[config.mk]
export PLATFORM = sky130hd
export DESIGN_NAME = ex_stage
export DESIGN_NICKNAME = d
export VERILOG_FILES = /design/src/rtl/ex_stage.sv
export SDC_FILE = /design/constraint.sdc
export NUM_CORES = 1
export LEC_CHECK = 0
export CAP_MARGIN = 40
export CORE_MARGIN = 2
export CORE_UTILIZATION = 43
export DETAILED_ROUTE_END_ITERATION = 12
export PLACE_DENSITY = 0.62
export SLEW_MARGIN = 40
export SYNTH_ARGS = -nofsm -noshare
export SYNTH_HDL_FRONTEND = slang
export SYNTH_SLANG_ARGS = --single-unit
[constraint.sdc]
create_clock -name clk -period 4.1 [get_ports clk]
set_input_delay 0.615 -clock clk [delete_from_list [all_inputs] [get_ports clk]]
set_output_delay 0.615 -clock clk [all_outputs]
set_load 0.02 [all_outputs]
[src/rtl/ex_stage.sv]
// ex_stage: execute stage of the integer pipeline.
//   ID/EX register -> logic/shift ALU -> EX/MEM register, with the EX-stage
//   write (wreg/wd/wdata) returned combinationally for ID-stage bypass.
// Optional build macro SERIAL_SHIFT_EN: replaces the barrel shifter with a
//   serial shifter (SHIFT_STEP bits per cycle) that holds the stage busy via
//   stallreq_o. Without it every op is single-cycle and stallreq_o is 0.
module ex_stage #(
   parameter int DATA_W = 32,
   parameter int ADDR_W = 5
`ifdef SERIAL_SHIFT_EN
   ,
   parameter int SHIFT_STEP = 4
`endif
) (
   input  logic              clk,
   input  logic              rst,
   input  logic              id_valid_i,
   input  logic [7:0]        id_aluop_i,
   input  logic [2:0]        id_alusel_i,
   input  logic [DATA_W-1:0] id_reg1_i,
   input  logic [DATA_W-1:0] id_reg2_i,
   input  logic [ADDR_W-1:0] id_wd_i,
   input  logic              id_wreg_i,
   input  logic              stall_i,
   input  logic              flush_i,
   output logic              stallreq_o,
   output logic              ex_wreg_o,
   output logic [ADDR_W-1:0] ex_wd_o,
   output logic [DATA_W-1:0] ex_wdata_o,
   output logic              mem_wreg_o,
   output logic [ADDR_W-1:0] mem_wd_o,
   output logic [DATA_W-1:0] mem_wdata_o
);

   localparam logic [7:0] OP_AND = 8'b0010_0100;
   localparam logic [7:0] OP_OR  = 8'b0010_0101;
   localparam logic [7:0] OP_XOR = 8'b0010_0110;
   localparam logic [7:0] OP_NOR = 8'b0010_0111;
   localparam logic [7:0] OP_SLL = 8'b0111_1100;
   localparam logic [7:0] OP_SRL = 8'b0000_0010;
   localparam logic [7:0] OP_SRA = 8'b0000_0011;

   localparam logic [2:0] SEL_LOGIC = 3'b001;
   localparam logic [2:0] SEL_SHIFT = 3'b010;

   // ID/EX register
   logic              valid_q, valid_d;
   logic [7:0]        aluop_q, aluop_d;
   logic [2:0]        alusel_q, alusel_d;
   logic [DATA_W-1:0] reg1_q, reg1_d;
   logic [DATA_W-1:0] reg2_q, reg2_d;
   logic [ADDR_W-1:0] wd_q, wd_d;
   logic              wreg_q, wreg_d;

   // EX/MEM register
   logic              mem_wreg_q, mem_wreg_d;
   logic [ADDR_W-1:0] mem_wd_q, mem_wd_d;
   logic [DATA_W-1:0] mem_wdata_q, mem_wdata_d;

   logic              stallreq;
   logic              adv;
   logic              is_logic_op;
   logic              is_shift_op;
   logic              shift_valid;
   logic [4:0]        shamt;
   logic [DATA_W-1:0] logic_res;
   logic [DATA_W-1:0] shift_res;
   logic [DATA_W-1:0] result;

   function automatic logic [DATA_W-1:0] shift_by(input logic [7:0]        op,
                                                  input logic [DATA_W-1:0] val,
                                                  input logic [4:0]        amt);
      case (op)
         OP_SLL:  return val << amt;
         OP_SRL:  return val >> amt;
         default: return DATA_W'($signed(val) >>> amt);
      endcase
   endfunction

   assign shamt       = reg1_q[4:0];
   assign shift_valid = valid_q && (alusel_q == SEL_SHIFT) && is_shift_op;
   assign adv         = !stall_i && !stallreq;

   // Decode the held aluop into op class and compute the logic result.
   always_comb begin
      // NOTE: every output of a combinational block gets a default first, so no path can infer a latch.
      is_logic_op = 1'b0;
      is_shift_op = 1'b0;
      logic_res   = '0;
      case (aluop_q)
         OP_AND: begin is_logic_op = 1'b1; logic_res = reg1_q & reg2_q;    end
         OP_OR:  begin is_logic_op = 1'b1; logic_res = reg1_q | reg2_q;    end
         OP_XOR: begin is_logic_op = 1'b1; logic_res = reg1_q ^ reg2_q;    end
         OP_NOR: begin is_logic_op = 1'b1; logic_res = ~(reg1_q | reg2_q); end
         OP_SLL, OP_SRL, OP_SRA: is_shift_op = 1'b1;
         default: ;
      endcase
   end

`ifdef SERIAL_SHIFT_EN
   typedef enum logic {ST_IDLE, ST_SHIFT} state_e;

   localparam logic [4:0] STEP = 5'(SHIFT_STEP);

   state_e            state_q, state_d;
   logic [DATA_W-1:0] work_q, work_d;
   logic [4:0]        rem_q, rem_d;
   logic [4:0]        step_amt;
   logic [DATA_W-1:0] stepped;

   assign step_amt = (rem_q > STEP) ? STEP : rem_q;
   assign stepped  = shift_by(aluop_q, work_q, step_amt);

   // Serial shifter FSM: load on a valid non-zero shift, step while not stalled,
   // and present the final step combinationally so the last cycle can commit.
   always_comb begin
      state_d   = state_q;
      work_d    = work_q;
      rem_d     = rem_q;
      stallreq  = 1'b0;
      shift_res = reg2_q;
      case (state_q)
         ST_IDLE: begin
            if (shift_valid && shamt != 5'd0) begin
               stallreq = 1'b1;
               if (!stall_i) begin
                  state_d = ST_SHIFT;
                  work_d  = reg2_q;
                  rem_d   = shamt;
               end
            end
         end
         ST_SHIFT: begin
            shift_res = stepped;
            if (rem_q > STEP) begin
               stallreq = 1'b1;
               if (!stall_i) begin
                  work_d = stepped;
                  rem_d  = rem_q - step_amt;
               end
            end else if (!stall_i) begin
               state_d = ST_IDLE;
            end
         end
         default: state_d = ST_IDLE;
      endcase
      if (flush_i) state_d = ST_IDLE;
   end

   // Serial shifter state register.
   always_ff @(posedge clk) begin
      if (rst) begin
         state_q <= ST_IDLE;
         work_q  <= '0;
         rem_q   <= '0;
      end else begin
         state_q <= state_d;
         work_q  <= work_d;
         rem_q   <= rem_d;
      end
   end
`else
   assign shift_res = shift_by(aluop_q, reg2_q, shamt);
   assign stallreq  = 1'b0;
`endif

   // Result select: a mismatched aluop/alusel pair yields zero.
   always_comb begin
      result = '0;
      if (alusel_q == SEL_LOGIC && is_logic_op)      result = logic_res;
      else if (alusel_q == SEL_SHIFT && is_shift_op) result = shift_res;
   end

   assign stallreq_o = stallreq;
   assign ex_wreg_o  = valid_q & wreg_q;
   assign ex_wd_o    = valid_q ? wd_q   : '0;
   assign ex_wdata_o = valid_q ? result : '0;

   // Next state of both pipeline registers: flush wins, then advance, else hold.
   always_comb begin
      valid_d     = valid_q;
      aluop_d     = aluop_q;
      alusel_d    = alusel_q;
      reg1_d      = reg1_q;
      reg2_d      = reg2_q;
      wd_d        = wd_q;
      wreg_d      = wreg_q;
      mem_wreg_d  = mem_wreg_q;
      mem_wd_d    = mem_wd_q;
      mem_wdata_d = mem_wdata_q;
      if (flush_i) begin
         valid_d    = 1'b0;
         mem_wreg_d = 1'b0;
      end else if (adv) begin
         valid_d     = id_valid_i;
         aluop_d     = id_aluop_i;
         alusel_d    = id_alusel_i;
         reg1_d      = id_reg1_i;
         reg2_d      = id_reg2_i;
         wd_d        = id_wd_i;
         wreg_d      = id_wreg_i;
         mem_wreg_d  = ex_wreg_o;
         mem_wd_d    = ex_wd_o;
         mem_wdata_d = ex_wdata_o;
      end
   end

   // Pipeline registers with synchronous reset.
   always_ff @(posedge clk) begin
      // NOTE: state elements use non-blocking assignment so every flop samples pre-edge values.
      if (rst) begin
         valid_q     <= 1'b0;
         aluop_q     <= '0;
         alusel_q    <= '0;
         reg1_q      <= '0;
         reg2_q      <= '0;
         wd_q        <= '0;
         wreg_q      <= 1'b0;
         mem_wreg_q  <= 1'b0;
         mem_wd_q    <= '0;
         mem_wdata_q <= '0;
      end else begin
         valid_q     <= valid_d;
         aluop_q     <= aluop_d;
         alusel_q    <= alusel_d;
         reg1_q      <= reg1_d;
         reg2_q      <= reg2_d;
         wd_q        <= wd_d;
         wreg_q      <= wreg_d;
         mem_wreg_q  <= mem_wreg_d;
         mem_wd_q    <= mem_wd_d;
         mem_wdata_q <= mem_wdata_d;
      end
   end

   assign mem_wreg_o  = mem_wreg_q;
   assign mem_wd_o    = mem_wd_q;
   assign mem_wdata_o = mem_wdata_q;

endmodule

; ---- Word-level counts from Yosys, hierarchy flattened
; Cells that the tools add are included.
[totals]
output_inout_bits = 77
register_bits = 120
word_cells = 43
input_bits = 86
[classes]
n_shift = 3
n_reduce_logical = 6
mux = 8
bitwise_logic = 7
n_eq_ne = 9
[op_table]
columns = cell, count
row1 = $pmux 32 s4, 1
row2 = $mux 32, 3
row3 = $pmux 32 s2, 1
row4 = $and 32x32->32, 1
row5 = $eq 8x6->1 const B, 4
row6 = $not 32->32, 1
row7 = $or 32x32->32, 1
row8 = $shl 32x5->32, 1
row9 = $shr 32x5->32, 1
row10 = $sshr 32x5->32, 1
row11 = $xor 32x32->32, 1
row12 = $eq 8x2->1 const B, 2
row13 = $eq 8x7->1 const B, 1
row14 = $mux 5, 1
row15 = $reduce_or 4->1, 1
row16 = $eq 3x1->1 const B, 1
row17 = $eq 3x2->1 const B, 1
row18 = $reduce_or 3->1, 1
row19 = $logic_and 1x1->1, 2
row20 = $mux 1, 2
row21 = $not 1->1, 2
row22 = $reduce_and 2->1, 1
row23 = $reduce_or 2->1, 1
row24 = $and 1x1->1, 1

; ---- Logic depth before layout (Yosys ltp)
; Gate-level depths: netlist (run 1).
[depth]
word_depth = 7
mapped_depth = 11
ltp_nobuf = 9

; ---- Least setup slack after synthesis (run 1)
; No wires, ideal clock.
[synth_path]
path_type = register -> output
startpoint = reg reg1_q[0]
endpoint = out ex_wdata_o[12]
setup_slack_ns = 0.719
required_time_ns = 3.485
path_stages_with_launch = 11
arrival_time_ns = 2.766
path_buffers = 3
path_cell_list = dfxtp_1 buf_2 clkinv_1 buf_1 buf_1 ha_1 a22oi_1 mux2_2 a222oi_1 a21oi_1 nor2_1
[synth_between]
elab_chain_len = 5
word_cells_on_any_way = 7
classes_between = shift (3) / mux (4)
[synth_lines]
columns = element, line_no
row1 = from (decl), 50  ; logic [DATA_W-1:0] reg1_q, reg1_d;
row2 = from (signal assigned), 226  ; reg1_q <= reg1_d;
row3 = $sshr 32x5->32 (tied with other cells), 76  ; default: return DATA_W'($signed(val) >>> amt);
row4 = $pmux 32 s2 *, 73  ; case (op)
row5 = $mux 32 *, 171  ; else if (alusel_q == SEL_SHIFT && is_shift_op) result = shift_res;
row6 = $mux 32 *, 170  ; if (alusel_q == SEL_LOGIC && is_logic_op) result = logic_res;
row7 = $mux 32 *, 177  ; assign ex_wdata_o = valid_q ? result : '0;
row8 = to (decl), 29  ; output logic [DATA_W-1:0] ex_wdata_o,
; Mark *: on every way between the ends. The rest lies on a longest branch, timed or not.

; ---- Final worst setup path (run 1)
[layout_path]
startpoint = reg reg1_q[1]
endpoint = out ex_wdata_o[20]
; Same word-level chain as after synthesis.

==> qor.txt, run 1 <==
max incr delay on CP: 0.54 ns
Remaining DRCs: 0
hold_ws: 0.448 ns
FMAX: 0.246 GHz
die width: 164 µm
pwr dens: 264 nW/µm²
Clk Latency, worst-skew pair: 0.43 ns
# H-tree levels: 4
CP cell instances: buf_4 -> mux4_2 -> mux2i_1 -> o22ai_1 -> o21ai_0 -> o311ai_1 -> buf_4 -> and3_1 -> clkdlybuf4s50_1
worst-case vdd ir drop: 0.000239 V
final hold vios: 0
CTS tree: done
count of final setup violators: 0
first-pass GRT wire length: 73,400 µm
area of the multi-input gates: 7880 µm²
Die H: 164 µm
clock sink count: 120
CP dominant cell by count: buf_4
share of the synthesized area in the top cell type: 0.219
total I/O pin count: 163
area of the mapped netlist: 11,000 µm²
clock-pin slew on the worst setup and hold paths: 0.06 ns
Worst Path Required: 3.48 ns
Hold Crit Class: reg -> reg
Top Family by Delay on Critical Path: buffers and inverters
row cnt: 58
sequential cell area: 2420 µm²
Routed WL: 49,300 µm
post-layout util: 0.565
vias in the first global route: 11,400
grt ovf: 0
Worst Setup End Kind: output port
syn nets: 1,564
worst slew pin tran: 0.803 ns
global placement routability congestion: 1.02
Worst setup SP type: flip-flop
Worst Clk Skew: 0.0102 ns
Initial Utilization: 0.438
Data arrival, critical path: 3.45 ns
CTS Buffer Depth: 2
routed vias: 12,000
initial antenna violation count: 1
status: complete, no violations
fin nets: 1,712
Worst Path Max Fanout: 11
fin crit share: 0.991
drt pass-1 iters: 6
vias per inst: 6.30
slew margin rel.: 0.459
Static Leak: 5.45 nW
all-layer global routing usage: 0.368
wire per inst: 25.9 µm
Synth cell types: 80
diodes inserted: 0
Slew Viols, Final: 0
pin count of the biggest net entering global routing: 85
share of layout cells above drive strength 1: 0.176
flops & latches, synth: 120
Worst path slowest cell: clkdlybuf4s50_1
area grow syn2layout: 29.0%
post-route ant nets: 0
Yosys top cell by area: dfxtp_1
Root Driver: clkbuf_16
DIE AREA: 26,800 µm²
Post-synth ARST share: 0
CORE AREA: 25,100 µm²
Post-DP HPWL: 37,400 µm
DRT iter0 DRCs: 1,356
Syn Inst Count: 1,412
Max-Cap Viols: 0
sequential area share after synthesis: 0.219
synth top area cells: dfxtp_1 22%, mux4_2 12%, nand2_1 9.7%, ha_1 7.5%, a21oi_1 6.0%
total CTS buffers: 17
predominant post-synthesis flop cell: dfxtp_1
CP bufs+invs: 3
crit path time final: 4.06 ns
WS Path Type: reg -> out
number of synthesized flops with an enable pin: 0
Ys Warns: 0
Hold Buf Count CTS: 0
port bufs: 161
fillers: 2,393
Syn Area/Cell: 7.78 µm²
power breakdown:
part           leakage [nW]  switching [W]  internal (W)  total, W
combinational          4.18       0.000477      0.000386  0.000864
sequential            0.982      0.0000883       0.00120   0.00129
clock                 0.289       0.000681      0.000914   0.00159
cell type report:
cell class,instances,share of cell area
flip-flops and latches,120,0.171
clock buffers,18,0.0303
clock inverters,14,0.0115
inverters,67,0.0177
multi-input cells,1082,0.556
well taps,330,0.0291
repair buffers,272,0.185
path summary, 6_finish.rpt:
path / slack, ns / start / cells past startpoint / endpoint
max: 0.04 / reg1_q[1] / 9 / ex_wdata_o[20]
min: 0.45 / mem_wdata_o[7] / 2 / mem_wdata_o[7]
max reg2reg: 1.41 / aluop_q[3] / 10 / mem_wdata_o[31]
min reg2reg: 0.45 / mem_wdata_o[7] / 2 / mem_wdata_o[7]
cell usage after synthesis, types with 5 or more instances:
| master | count |
|---|---|
| and2_1 | 13 |
| o21ai_0 | 43 |
| nor2b_1 | 9 |
| o211ai_1 | 16 |
| or3_1 | 6 |
| buf_2 | 21 |
| ha_1 | 66 |
| nand2_1 | 285 |
| dfxtp_1 | 120 |
| o41ai_1 | 5 |
| a22o_1 | 12 |
| nand2b_1 | 6 |
| buf_1 | 22 |
| o221ai_1 | 8 |
| a211o_1 | 7 |
| o22ai_1 | 7 |
| nor4_1 | 6 |
| inv_1 | 64 |
| a32oi_1 | 7 |
| clkbuf_1 | 91 |
| a221o_1 | 7 |
| nand3_1 | 16 |
| mux2i_1 | 50 |
| o31ai_1 | 5 |
| o21ai_1 | 14 |
| xnor2_1 | 19 |
| a22oi_1 | 23 |
| mux4_2 | 58 |
| a211oi_1 | 24 |
| a21oi_1 | 132 |
| xor2_1 | 13 |
| buf_4 | 8 |
| nor3_1 | 17 |
| mux2_2 | 21 |
| a31oi_1 | 20 |
| o2111ai_1 | 5 |
| and3_1 | 14 |
| nor2_1 | 72 |
worst register-to-register path, delay by kind of cell, from the launching register on:
kind | cells | cell delay (ns)
buf+inv | 3 | 0.60
simple gates | 3 | 0.93
flops | 1 | 0.39
compound gates | 4 | 0.70
stage by stage:
stage | worst slack [ns] | cells | power (W) | area (µm²) | setup TNS (ns)
global placement | 0.0268 | 1862 | 0.00213 | 13300 | 0
floorplan | 0.719 | 1412 | 0.00176 | 11000 | 0
CTS | -0.000476 | 1895 | 0.00372 | 14000 | -0.000476
global route | -0.000572 | 1903 | 0.00386 | 14200 | -0.000572
finish | 0.0362 | 1903 | 0.00375 | 14200 | 0
detailed placement | 0.0855 | 1862 | 0.00213 | 13300 | 0
cell families after synthesis:
| group | after synthesis | share of synthesized area |
|---|---|---|
| compound gates | 384 | 0.230 |
| simple gates | 470 | 0.187 |
| xor+xnor | 32 | 0.0255 |
| buf+inv | 210 | 0.0776 |
| mux | 129 | 0.186 |
| other cells | 1 | 0.000341 |
| flops | 120 | 0.219 |
| fa+ha+maj | 66 | 0.0752 |
metal layers:
layer / share of wire / global-route usage
met5: 0.00014 / 0
met4: 0.038 / 0.127
met3: 0.096 / 0.0770
met2: 0.46 / 0.598
met1: 0.41 / 0.486
placed cells by master, fill, tap and decap left out, types with 6 or more instances in the layout:
master,n
nand3_1,16
xnor2_1,19
nor3_1,16
xor2_1,13
nor2b_1,8
o221ai_1,7
dfxtp_1,108
dfxtp_2,9
clkbuf_16,18
mux2i_1,44
o21ai_1,17
a211oi_1,23
a31oi_1,19
and2_1,13
o211ai_1,16
and3_1,13
nand2_1,285
clkdlybuf4s50_1,141
dlymetal6s2s_1,12
a22o_1,12
buf_4,96
a32oi_1,7
a21oi_1,130
mux2_2,21
a22oi_1,21
o21ai_0,40
ha_1,65
buf_12,9
inv_1,64
a221o_1,7
a211o_1,7
dlygate4sd2_1,6
nor2_1,69
nand2b_1,6
inv_6,6
mux4_2,58
o22ai_1,7
what timing repair did:
item,CTS,global route
cloned,0,1
resized for setup,25,41
pin swaps,1,4
endpoints found under the setup margin,25,24
hold endpoints to repair,0,0
setup buffers,1,7
flip-flops by register name, indices dropped and copies added, names as in the netlist:
| signal | cells |
|---|---|
| aluop_q | 8 |
| alusel_q | 3 |
| mem_wd_o | 5 |
| mem_wdata_o | 32 |
| mem_wreg_o | 1 |
| reg1_q | 32 |
| reg2_q | 32 |
| valid_q | 1 |
| wd_q | 5 |
| wreg_q | 1 |
(Power assumes the default switching activity.)
==> inputs of run 2 (changes only) <==
--- a/config.mk
+++ b/config.mk
@@ -5,11 +5,11 @@
 export SDC_FILE = /design/constraint.sdc
 export NUM_CORES = 1
 export LEC_CHECK = 0
-export CAP_MARGIN = 40
+export ABC_AREA = 1
 export CORE_MARGIN = 2
-export CORE_UTILIZATION = 43
+export CORE_UTILIZATION = 39
 export DETAILED_ROUTE_END_ITERATION = 12
-export PLACE_DENSITY = 0.62
+export PLACE_DENSITY = 0.57
 export SLEW_MARGIN = 40
 export SYNTH_ARGS = -nofsm -noshare
 export SYNTH_HDL_FRONTEND = slang
==> run 2 against run 1 <==
  * Clock power hardly changed
  * Cell area is 11% lower
  * Largest power group unchanged
  * Core utilization is 7.5 points lower
  * Setup slack better by 0.15 ns
  * Sequential share of layout area is 1.9 points higher
  * First-iteration DRC count is 2.7% lower
  * Combinational power is 23% higher
  * Clock skew is 0.0025 ns higher
==> qor.txt, run 2 <==
synth top area cells: dfxtp_1 23%, nand2_1 18%, nand3_1 15%, ha_1 8.1%, a21oi_1 7.6%
initial antenna violation count: 2 (+1)
all-layer global routing usage: 0.325 (-0.0433)
share of the synthesized area in the top cell type: 0.235 (+0.0160)
# H-tree levels: 4 (unchanged)
most frequent cells in the layout: 491 x nand2_1, 298 x nand3_1, 161 x clkdlybuf4s50_1, 156 x o21ai_0, 156 x a21oi_1
vias per inst: 5.61 (-11%)
CORE AREA: 25,900 µm² (+3.2%)
Syn Inst Count: 1,725 (+22%)
Max-Cap Viols: 0 (unchanged)
DRT iter0 DRCs: 1,319 (-2.7%)
DIE AREA: 27,600 µm² (+2.7%)
commonest non-fill, non-tap cell in the layout: nand2_1
row cnt: 59 (+1.7%)
Worst Path Max Fanout: 19 (+8)
Clk Latency, worst-skew pair: 0.43 ns (about the same)
routed vias: 12,200 (+1.7%)
Slew Viols, Final: 0 (unchanged)
crit path time final: 3.92 ns (-0.148 ns)
Final WS setup: 0.184 ns (+0.148 ns)
Synth cell types: 40 (-50%)
Root Driver: clkbuf_16
sw frac: 0.353 (+0.0210)
clock-pin slew on the worst setup and hold paths: 0.06 ns (about the same)
port bufs: 161 (unchanged)
wl on met1: 19,200 µm (-4.9%)
Setup TNS Final: 0 ns (unchanged)
Remaining DRCs: 0 (unchanged)
number of synthesized flops with an enable pin: 0 (unchanged)
Worst Path Required: 3.48 ns (about the same)
Hold Crit Class: reg -> reg
RSZ-0062 raised after global routing: false
P_sw: 0.00141 W (+13%)
final hold vios: 0 (unchanged)
WS Path Type: reg -> out
area of the mapped netlist: 10,200 µm² (-6.8%)
slew margin rel.: 0.504 (+0.0456)
fin nets: 1,977 (+15%)
sequential area share after synthesis: 0.235 (+0.0160)
Die H: 166 µm (+1.3%)
uppermost layer routed: met4
drt pass-1 iters: 6 (unchanged)
dpl cell area: 12,100 µm² (-9.4%)
share of layout cells above drive strength 1: 0.0582 (-0.118)
Routed WL: 45,300 µm (-8.2%)
Worst Setup End Kind: output port
Data arrival, critical path: 3.30 ns (-0.15 ns)
clock sink count: 120 (unchanged)
syn nets: 1,877 (+20%)
post-route ant nets: 0 (unchanged)
global placement routability congestion: 1.01 (-0.84%)
Worst Clk Skew: 0.0127 ns (+0.00250 ns)
total I/O pin count: 163 (unchanged)
leading cell types by count after synthesis: 491 x nand2_1, 298 x nand3_1, 156 x a21oi_1, 156 x o21ai_0, 137 x inv_1
design area: 12,700 µm² (-11%)
Ys Warns: 0 (unchanged)
CP dominant cell by count: nand3_1
CTS Buffer Depth: 2 (unchanged)
Worst path slowest cell: clkdlybuf4s50_1
worst slew pin tran: 0.743 ns (-0.0607 ns)
wire per inst: 20.8 µm (-20%)
grt ovf: 0 (unchanged)
Hold Buf Count CTS: 0 (unchanged)
routed wl met2: 20,000 µm (-11%)
CTS tree: done
fin crit share: 0.955 (-0.0360)
flops & latches, synth: 120 (unchanged)
most common cell in the synthesized netlist: nand2_1
Power Internal: 0.00258 W (+3.1%)
routed wl met3: 3030 µm (-36%)
die width: 166 µm (+1.3%)
Post-synth ARST share: 0 (unchanged)
area grow syn2layout: 23.8%
pin count of the biggest net entering global routing: 83 (-2.4%)
fillers: 2,748 (+15%)
Post-DP HPWL: 35,400 µm (-5.4%)
worst-case vdd ir drop: 0.000279 V (+17%)
Yosys top cell by area: dfxtp_1
total CTS buffers: 17 (unchanged)
CP cell instances: inv_2 -> nand2_2 -> nor2_4 -> nand2_8 -> inv_4 -> nor2_1 -> nand3_1 -> nand3_1 -> nand2_1 -> nand2_1 -> nand3_1 -> inv_1 -> clkdlybuf4s50_1
FMAX: 0.255 GHz (+3.8%)
predominant post-synthesis flop cell: dfxtp_1
Syn Area/Cell: 5.94 µm² (-24%)
first-pass GRT wire length: 68,900 µm (-6.1%)
clock power share: 0.405 (-0.020)
Static Leak: 5.96 nW (+9.3%)
status: complete, no violations
part of the power in registers: 0.330 (-0.014)
vias in the first global route: 11,700 (+3.1%)
Worst setup SP type: flip-flop
Initial Utilization: 0.395 (-0.0424)
count of final setup violators: 0 (unchanged)
Comb power frac: 0.265 (+0.035)
max incr delay on CP: 0.63 ns (+0.09 ns)
pwr dens: 315 nW/µm² (+19%)
Place WS: 0.549 ns (+0.463 ns)
-- run 2: cells by family after synthesis --
kind of cell	after synthesis	synth area share
DFF	120	0.235
other	1	0.000366
adders and majority gates	66	0.0807
buffers and inverters	268	0.112
AOI/OAI and AO/OA	364	0.190
and+or+nand+nor	906	0.382
-- run 2: what timing repair did --
item                                    4_1_cts  5_1_grt
setup buffers                                 0        0
endpoints found under the setup margin        0        6
gates resized for setup                       0        1
-- run 2: layout make-up --
class | count | area [µm²] | share of cell area
timing repair buffer | 197 | 1960 | 0.154
tap | 335 | 419 | 0.0331
multi-input combinational | 1337 | 6700 | 0.529
inverter | 152 | 579 | 0.0457
antenna | 1 | 2.50 | 0.000197
clock inverter | 14 | 185 | 0.0146
sequential | 120 | 2400 | 0.190
clock buffer | 18 | 429 | 0.0338
-- run 2: per-stage QoR --
| step | hold slack, ns | std cells | utilization | total power, W |
|---|---|---|---|---|
| 2_1_floorplan | 0.444 | 1725 | - | 0.00196 |
| 3_3_place_gp | 0.462 | 2141 | 0.465 | 0.00238 |
| 3_5_place_dp | 0.471 | 2141 | 0.465 | 0.00238 |
| 4_1_cts | 0.475 | 2173 | 0.489 | 0.00399 |
| 5_1_grt | 0.493 | 2173 | 0.489 | 0.00418 |
| 6_report | 0.479 | 2174 | 0.489 | 0.00399 |
-- run 2: worst paths after layout --
check / end / slack (ns) / cells past startpoint / startpoint
worst max-delay path: ex_wdata_o[8] / 0.18 / 13 / aluop_q[1]
worst min-delay path: alusel_q[2] / 0.48 / 2 / alusel_q[2]
worst min register to register: alusel_q[2] / 0.48 / 2 / alusel_q[2]
worst max register to register: mem_wdata_o[29] / 1.67 / 13 / aluop_q[1]
-- run 2: worst max-delay path: cells and delay by family, from the launching register on --
family	cells	cell delay [ns]
buffers and inverters	4	0.86
and+or+nand+nor	9	1.55
DFF	1	0.45
-- run 2: metal layers --
metal  vias up  global-route usage
li1       5930                   -
met1      5653               0.410
met2       493               0.510
met3       119              0.0663
met4         0               0.197
met5         -                   0
-- run 2: power groups by stage --
| stage | logic (W) | clock network (W) | registers (W) |
|---|---|---|---|
| 3_5_place_dp | 0.00104 | 0 | 0.00134 |
| 3_3_place_gp | 0.00104 | 0 | 0.00134 |
| 5_1_grt | 0.00116 | 0.00169 | 0.00133 |
| 4_1_cts | 0.00104 | 0.00163 | 0.00131 |
| 2_1_floorplan | 0.000623 | 0 | 0.00133 |
| 6_report | 0.00106 | 0.00162 | 0.00132 |
==> inputs of run 3 (changes only) <==
--- a/config.mk
+++ b/config.mk
@@ -10,6 +10,7 @@
 export CORE_UTILIZATION = 39
 export DETAILED_ROUTE_END_ITERATION = 12
 export PLACE_DENSITY = 0.57
+export SKIP_CTS_REPAIR_TIMING = 1
 export SLEW_MARGIN = 40
 export SYNTH_ARGS = -nofsm -noshare
 export SYNTH_HDL_FRONTEND = slang
==> results of run 3 <==
Final layout, timing and power as in run 2 (identical DEF).
